[src/rtl/ck_input_conditioner_if.sv]
// Bundle of raw request lines and conditioned outputs for the traffic-controller front end.
// The stimulus side drives RAW/CLR_STUCK; the conditioner drives everything else.
interface ck_input_conditioner_if;
    logic [2:0] RAW;
    logic [2:0] CLR_STUCK;
    logic       G0;
    logic       G1;
    logic       G2;
    logic [2:0] RISE;
    logic [2:0] STUCK;
    logic       FAULT;

    modport master (
        output RAW,
        output CLR_STUCK,
        input  G0,
        input  G1,
        input  G2,
        input  RISE,
        input  STUCK,
        input  FAULT
    );

    modport slave (
        input  RAW,
        input  CLR_STUCK,
        output G0,
        output G1,
        output G2,
        output RISE,
        output STUCK,
        output FAULT
    );
endinterface

[src/rtl/ck_input_conditioner.sv]
// Three-channel synchronise/debounce/stuck-detect front end feeding the core's G0..G2 inputs.
// Every output leaves on a flop so the core only ever sees clean CK-domain levels.
module ck_input_conditioner #(
    parameter int SYNC_STAGES = 2,
    parameter int DEBOUNCE    = 4,
    parameter int CNT_W       = 3,
    parameter int STUCK_MAX   = 255,
    parameter int STK_W       = 8
) (
    input  logic                   CK,
    input  logic                   RST,
    ck_input_conditioner_if.slave  bus
);

    localparam logic [CNT_W-1:0] DEB_LAST  = CNT_W'(DEBOUNCE - 1);
    localparam logic [STK_W-1:0] STK_LIMIT = STK_W'(STUCK_MAX);

    logic [2:0] g_vec;
    logic [2:0] rise_vec;
    logic [2:0] stuck_vec;
    logic       fault_q;

    genvar gi;
    generate
        for (gi = 0; gi < 3; gi++) begin : g_chan
            logic [SYNC_STAGES-1:0] sync_q;
            logic                   s;
            logic [CNT_W-1:0]       dcnt_q;
            logic [CNT_W-1:0]       dcnt_d;
            logic                   clean_q;
            logic                   clean_d;
            logic [STK_W-1:0]       scnt_q;
            logic [STK_W-1:0]       scnt_d;
            logic                   stuck_q;
            logic                   stuck_d;
            logic                   g_q;
            logic                   g_d;
            logic                   rise_q;

            assign s = sync_q[SYNC_STAGES-1];

            // The counter only advances while the synchronised level disagrees with the clean level.
            always_comb begin
                dcnt_d  = dcnt_q;
                clean_d = clean_q;
                if (s == clean_q) begin
                    dcnt_d = '0;
                end else if (dcnt_q == DEB_LAST) begin
                    clean_d = s;
                    dcnt_d  = '0;
                end else begin
                    dcnt_d = dcnt_q + CNT_W'(1);
                end
            end

            // A clear on the same edge as the limit being reached must win over the set.
            always_comb begin
                if (!clean_q) begin
                    scnt_d = '0;
                end else if (scnt_q == STK_LIMIT) begin
                    scnt_d = scnt_q;
                end else begin
                    scnt_d = scnt_q + STK_W'(1);
                end
                stuck_d = stuck_q | (scnt_d == STK_LIMIT);
                if (bus.CLR_STUCK[gi]) begin
                    scnt_d  = '0;
                    stuck_d = 1'b0;
                end
            end

            assign g_d = clean_q & ~stuck_q;

            always_ff @(posedge CK or posedge RST) begin
                if (RST) begin
                    sync_q  <= '0;
                    dcnt_q  <= '0;
                    clean_q <= 1'b0;
                    scnt_q  <= '0;
                    stuck_q <= 1'b0;
                    g_q     <= 1'b0;
                    rise_q  <= 1'b0;
                end else begin
                    sync_q  <= {sync_q[SYNC_STAGES-2:0], bus.RAW[gi]};
                    dcnt_q  <= dcnt_d;
                    clean_q <= clean_d;
                    scnt_q  <= scnt_d;
                    stuck_q <= stuck_d;
                    g_q     <= g_d;
                    rise_q  <= g_d & ~g_q;
                end
            end

            assign g_vec[gi]     = g_q;
            assign rise_vec[gi]  = rise_q;
            assign stuck_vec[gi] = stuck_q;
        end
    endgenerate

    always_ff @(posedge CK or posedge RST) begin
        if (RST) begin
            fault_q <= 1'b0;
        end else begin
            fault_q <= |stuck_vec;
        end
    end

    assign bus.G0    = g_vec[0];
    assign bus.G1    = g_vec[1];
    assign bus.G2    = g_vec[2];
    assign bus.RISE  = rise_vec;
    assign bus.STUCK = stuck_vec;
    assign bus.FAULT = fault_q;

endmodule

[src/flat_wrapper.sv]
// flat-port wrapper written by rule: the top's interface ports become plain ports
module ck_input_conditioner_flat 
#(
    parameter int SYNC_STAGES = 2,
    parameter int DEBOUNCE    = 4,
    parameter int CNT_W       = 3,
    parameter int STUCK_MAX   = 255,
    parameter int STK_W       = 8
)
  (CK, RST, bus_RAW, bus_CLR_STUCK, bus_G0, bus_G1, bus_G2, bus_RISE, bus_STUCK, bus_FAULT);
  ck_input_conditioner_if bus_i ();
  input  logic CK;
  input  logic RST;
  input wire logic [$bits(bus_i.RAW)-1:0] bus_RAW;
  input wire logic [$bits(bus_i.CLR_STUCK)-1:0] bus_CLR_STUCK;
  output wire logic [$bits(bus_i.G0)-1:0] bus_G0;
  output wire logic [$bits(bus_i.G1)-1:0] bus_G1;
  output wire logic [$bits(bus_i.G2)-1:0] bus_G2;
  output wire logic [$bits(bus_i.RISE)-1:0] bus_RISE;
  output wire logic [$bits(bus_i.STUCK)-1:0] bus_STUCK;
  output wire logic [$bits(bus_i.FAULT)-1:0] bus_FAULT;
  assign bus_i.RAW = bus_RAW;
  assign bus_i.CLR_STUCK = bus_CLR_STUCK;
  assign bus_G0 = bus_i.G0;
  assign bus_G1 = bus_i.G1;
  assign bus_G2 = bus_i.G2;
  assign bus_RISE = bus_i.RISE;
  assign bus_STUCK = bus_i.STUCK;
  assign bus_FAULT = bus_i.FAULT;
  ck_input_conditioner #(.SYNC_STAGES(SYNC_STAGES), .DEBOUNCE(DEBOUNCE), .CNT_W(CNT_W), .STUCK_MAX(STUCK_MAX), .STK_W(STK_W)) u_core (.CK(CK), .RST(RST), .bus(bus_i));
endmodule
[config.mk]
export PLATFORM = sky130hd
export DESIGN_NAME = ck_input_conditioner_flat
export DESIGN_NICKNAME = d
export VERILOG_FILES = /design/src/rtl/ck_input_conditioner_if.sv /design/src/rtl/ck_input_conditioner.sv /design/src/flat_wrapper.sv
export SDC_FILE = /design/constraint.sdc
export NUM_CORES = 1
export LEC_CHECK = 0
export ABC_CLOCK_PERIOD_IN_PS = 1900
export BUFFER_PORTS_ARGS = -buffer_cell sky130_fd_sc_hd__buf_2
export CORE_UTILIZATION = 53
export CTS_CLUSTER_SIZE = 16
export DETAILED_ROUTE_END_ITERATION = 7
export PLACE_DENSITY_LB_ADDON = 0.25
export SYNTH_ARGS = -nofsm -noshare
export SYNTH_HDL_FRONTEND = slang
export SYNTH_SLANG_ARGS = --single-unit
[constraint.sdc]
create_clock -name CK -period 1.9 [get_ports CK]
set_input_delay 0.38 -clock CK [delete_from_list [all_inputs] [get_ports CK]]
set_output_delay 0.38 -clock CK [all_outputs]
set_load 0.02 [all_outputs]
# Word-level counts from Yosys, hierarchy flattened
# Cells that the tools add are included.
# totals
out_inout_bits,10
ff_bits,52
# op_classes
bitwise,18
n_eq_ne,12
reduce_logical,4
mux,18
add_sub_neg,6
# op_table
operator,n
$mux 8,9
$eq 8x8->1 const B,6
$add 8x1->8 const B,3
$mux 3,6
$add 3x1->3 const B,3
$eq 3x2->1 const B,3
$not 1->1,9
$and 1x1->1,6
$reduce_and 2->1,3
$eq 1x1->1,3
$mux 1,3
$or 1x1->1,3
$reduce_or 3->1,1

# Logic depth before layout (Yosys ltp)
# logic_depth
ltp_word,6
ltp_mapped,5
mapped_depth_nobuf,5

# Worst setup path before layout
# No wires, ideal clock.
# synth_path
path_type,register -> register
start,register u_core.g_chan[2].scnt_q[0]
end,register u_core.g_chan[2].stuck_q
slack_ns,0.056
period_less_slack_ns,1.844
t_arrival_ns,1.749
n_path_buf,0
path_stages_with_launch,6
required_ns,1.804
path_cell_list,dfrtp_1 -> ha_1 -> nand3_2 -> or3_1 -> a2111o_1 -> o32ai_2
# synth_between
elab_chain_len,6
elab_cells_between_ends,7
cone_classes,add/sub (1); eq/ne (2); mux (3); bitwise (1)
# synth_lines
element,line,text
"start, declared",ck_input_conditioner.sv:32,logic [STK_W-1:0] scnt_q;
"start signal, assigned",ck_input_conditioner.sv:87,scnt_q <= scnt_d;
$add 8x1->8 / $eq 8x8->1 (equally long branches),"ck_input_conditioner.sv:63, ck_input_conditioner.sv:60",
$mux 8 *,ck_input_conditioner.sv:60,end else if (scnt_q == STK_LIMIT) begin
$mux 8 *,ck_input_conditioner.sv:58,if (!clean_q) begin
$eq 8x8->1 *,ck_input_conditioner.sv:65,stuck_d = stuck_q | (scnt_d == STK_LIMIT);
$or 1x1->1 *,ck_input_conditioner.sv:65,
$mux 1 *,ck_input_conditioner.sv:66,if (bus.CLR_STUCK[gi]) begin
via u_core.g_chan[2].stuck_d,ck_input_conditioner.sv:35,logic stuck_d;
"end signal, assigned",ck_input_conditioner.sv:88,stuck_q <= stuck_d;
"end, declared",ck_input_conditioner.sv:34,logic stuck_q;
# Mark *: on every way through the listed nets, which the timed path passes. The rest lies on a longest branch.
# A chain may end at the register's enable or synchronous reset.

# Worst setup path after layout
# layout_path
start,register u_core.g_chan[2].scnt_q[1]
end,register u_core.g_chan[2].stuck_q
# The elaborated chain is that of the path after synthesis.

==> run_results.csv <==
group,metric,value,unit
placed_design,gp_congestion,0.866,
clock_tree,cts_root_buf,"clkbuf_8",
global_route,gr-total-overflow,0,
yosys,syn-cell-area,2450,sq um
clock_tree,cts_tree,"yes",
drt,drt_iter0_markers,98,
global_route,grt_pass1_vias,1668,
clock_tree,cts_hold_buf,0,
global_route,track_usage,19.6,%
floorplan,start_util,55.5,%
yosys,synth_top_family_by_area,"simple AND/OR/NAND/NOR gates",
yosys,synth_area_leaders,"dfrtp_1, ha_1, nor2b_1",
sta,fin_crit,1.83,ns
worst_setup_path,crit_chain,"ha_1 > nand3_2 > or3_1 > a2111o_1 > o32ai_2",
global_route,grt_pass1_wl,7.60,mm
clock_tree,cts-buffers-inserted,5,
run_status,status,"completed",
sta,slew_viol_final,0,
placed_design,hpwl,3.14,mm
floorplan,die_x,70.0,microns
sta,fin_setup_tns,0,ns
sta,setup_ws,0.0710,ns
drt,drt_pass1_iterations,6,
yosys,synth_edf_count,0,
finish,area_delta_synth_final,12.0,%
worst_setup_path,crit_type,"flip-flop to flip-flop",
clock_tree,post_cts_buffers,0,
flow_run,drv_cap,0,
worst_setup_path,worst-path-max-fanout,5,
clock_tree,htreeDepth,2,
sta,fin_skew,0.00450,ns
worst_setup_path,r2r_start,"u_core.g_chan[2].scnt_q[1]",
yosys,syn_area_per_cell,10.9,sq um
floorplan,die_area,4900,sq um
worst_setup_path,start_kind,"flip-flop",
finish,nNetsFinal,262,
drt,wl_per_cell,14.4,microns
pwr,p_leak,0.00127,uW
drt,wl,4.31,mm
floorplan,io_pins,18,
finish,n_antenna_cell,0,
yosys,async_reset_ff_share,100,%
pwr,ir_drop,0.756,mV
yosys,synth_compound_area_share,13.3,%
worst_setup_path,slowest_delay,0.42,ns
finish,drive_gt1_share,16.9,%
yosys,yosysWarnings,0,
drt,routed-via-count,1750,
global_route,grt_max_degree,32,
clock_tree,cts_resized,0,
sta,hold_viol_final,0,
yosys,synth_fp_nets,238,
placed_design,io_buffers,17,
floorplan,core,4410,sq um
clock_tree,clk_path_buf_depth,2,
clock_tree,cts_sinks,52,
yosys,synth_xor_area_share,3.22,%
global_route,antenna_found_initial,0,
sta,setup_viol,0,
clock_tree,clk-insertion-delay-late,0.29,ns
finish,post-route-util,62.2,%
worst_setup_path,critPathArrivalTime,2.04,ns
worst_setup_path,critPathLaunch,"u_core.g_chan[2].scnt_q[1]",
yosys,yosysSeqAreaShare,53.1,%
yosys,synth_seq_cells,52,
clock_tree,clk_pin_slew,0.09,ns
sta,rsz0062_at_grt,"no",
yosys,synth_top_area_share,53.1,%
drt,detail-route-antenna-nets,0,
drt,drc,0,
sta,tightestPinTransition,0.486,ns
sta,slew_headroom,67.6,%
floorplan,die_y,70.0,microns
yosys,syn-instance-count,224,
yosys,yosysTopAreaCell,"dfrtp_1",
worst_setup_path,crit_path_end_kind,"flip-flop",
yosys,synth-main-ff-cell,"dfrtp_1",
placed_design,dp_slack,0.105,ns
drt,vias_per_cell,5.83,
finish,n_fill_cell,376,
worst_setup_path,worstPathRequired,2.11,ns
yosys,synthMuxAreaShare,3.06,%
yosys,ys_types,47,
worst_setup_path,crit_path_top_delay_cell,"dfrtp_1",
yosys,synth_adder_area_share,3.06,%
pwr,power.density,1040,nW/um^2
sta,fin_crit_sh,96.3,%
min_path,hold_path_class,"input port to async pin",
sta,fmax,547,MHz
yosys,yosys.area_share.simple,19.9,%
floorplan,num_rows,24,
## state kept, by name, summed over array words and instances, names as in the netlist, 3 cells and up
| register | count |
|---|---|
| u_core.g_chan.rise_q | 3 |
| u_core.g_chan.clean_q | 3 |
| u_core.g_chan.dcnt_q | 9 |
| u_core.g_chan.sync_q | 6 |
| u_core.g_chan.scnt_q | 24 |
| u_core.g_chan.stuck_q | 3 |
## synthesized netlist by cell type, types with 2 or more instances
master	count
a211oi_1	4
a21oi_1	4
a31oi_1	8
and3_1	7
and4_1	2
buf_4	8
dfrtp_1	52
ha_1	6
inv_1	10
mux2_2	3
mux2i_1	3
nand2_1	8
nand2b_1	6
nand3_1	6
nand4_1	5
nor2_1	13
nor2b_1	12
nor3_1	8
nor3b_1	7
o211ai_1	4
o21ai_0	8
o21ai_1	2
o21bai_1	4
or3_1	4
xnor2_1	5
xor2_1	4
## cells in the final DEF, fill, tap and decap left out, types with 2 or more instances in the layout
| master | netlist | final |
|---|---|---|
| nor3_1 | 8 | 8 |
| o211ai_1 | 4 | 4 |
| mux2i_1 | 3 | 3 |
| mux2_2 | 3 | 3 |
| o21bai_1 | 4 | 4 |
| nand2_1 | 8 | 8 |
| bufinv_16 | 0 | 2 |
| a31oi_1 | 8 | 8 |
| o21ai_1 | 2 | 2 |
| buf_2 | 1 | 17 |
| nand3_1 | 6 | 6 |
| nand2b_1 | 6 | 6 |
| nor2_1 | 13 | 13 |
| a211oi_1 | 4 | 4 |
| nand4_1 | 5 | 5 |
| xor2_1 | 4 | 4 |
| nor3b_1 | 7 | 7 |
| and3_1 | 7 | 7 |
| inv_1 | 10 | 9 |
| dfrtp_1 | 52 | 52 |
| ha_1 | 6 | 6 |
| or3_1 | 4 | 4 |
| o21ai_0 | 8 | 8 |
| a21oi_1 | 4 | 4 |
| buf_4 | 8 | 8 |
| xnor2_1 | 5 | 5 |
| nor2b_1 | 12 | 12 |
| and4_1 | 2 | 2 |
| clkbuf_8 | 0 | 5 |
## metrics by stage
| step | cell area, sq um | hold slack, ns | power (uW) | instances |
|---|---|---|---|---|
| final | 2750 | 0.0954 | 2860 | 300 |
| after global placement | 2620 | 0.335 | 2010 | 293 |
| after detailed placement | 2620 | 0.336 | 2030 | 293 |
| after global routing | 2750 | 0.125 | 3030 | 300 |
| after floorplan | 2450 | 0.331 | 1870 | 224 |
| after CTS | 2750 | 0.0998 | 2890 | 300 |
## worst max-delay path, delay by kind of cell, from the launching register on
family / cells / cell delay [ns]
and+or+nand+nor: 2 / 0.49
AOI/OAI and AO/OA: 2 / 0.61
adders and majority gates: 1 / 0.21
DFF: 1 / 0.42
## cell families (layout without fill, tap and decap cells)
logic type,Yosys count,in the layout
flops,52,52
simple gates,84,84
compound gates,46,46
buf+inv,20,44
xor+xnor,9,9
mux,7,7
fa+ha+maj,6,6
## area by class of cell
type,count,area [sq um],area share (%)
sequential,52,1300,47.4
multi-input combinational,152,1040,38.0
timing repair buffer,26,165,6.02
clock buffer,5,68.8,2.51
tap,52,65.1,2.37
clock inverter,2,60.1,2.19
inverter,11,42.5,1.55
## where the power goes
part           total, uW  leakage, uW  switching (uW)  internal, uW
sequential          1420     0.000689             139          1280
clock                858    0.0000642             340           518
combinational        578     0.000520             313           266
## layer usage
| layer | up-vias | global-route usage, % | wire length (microns) |
|---|---|---|---|
| met5 | - | 0 | 0 |
| met4 | 0 | 7.11 | 41 |
| met3 | 6 | 4.76 | 199 |
| met2 | 47 | 29.9 | 2040 |
| met1 | 844 | 27.3 | 2020 |
| li1 | 853 | - | - |
## path summary, 6_finish.rpt
check	end	slack (ns)	cells past startpoint
max in group asynchronous	u_core.bus.G1	1.29	3
worst max-delay path	u_core.g_chan[2].stuck_q	0.07	5
worst max register to register	u_core.g_chan[2].stuck_q	0.07	5
min in group CK	u_core.g_chan[1].sync_q[0]	0.18	1
worst min-delay path	u_core.g_chan[0].scnt_q[2]	0.1	2
worst min register to register	u_core.g_chan[0].sync_q[1]	0.36	0
Note: power is estimated with default switching activity, not from simulation.
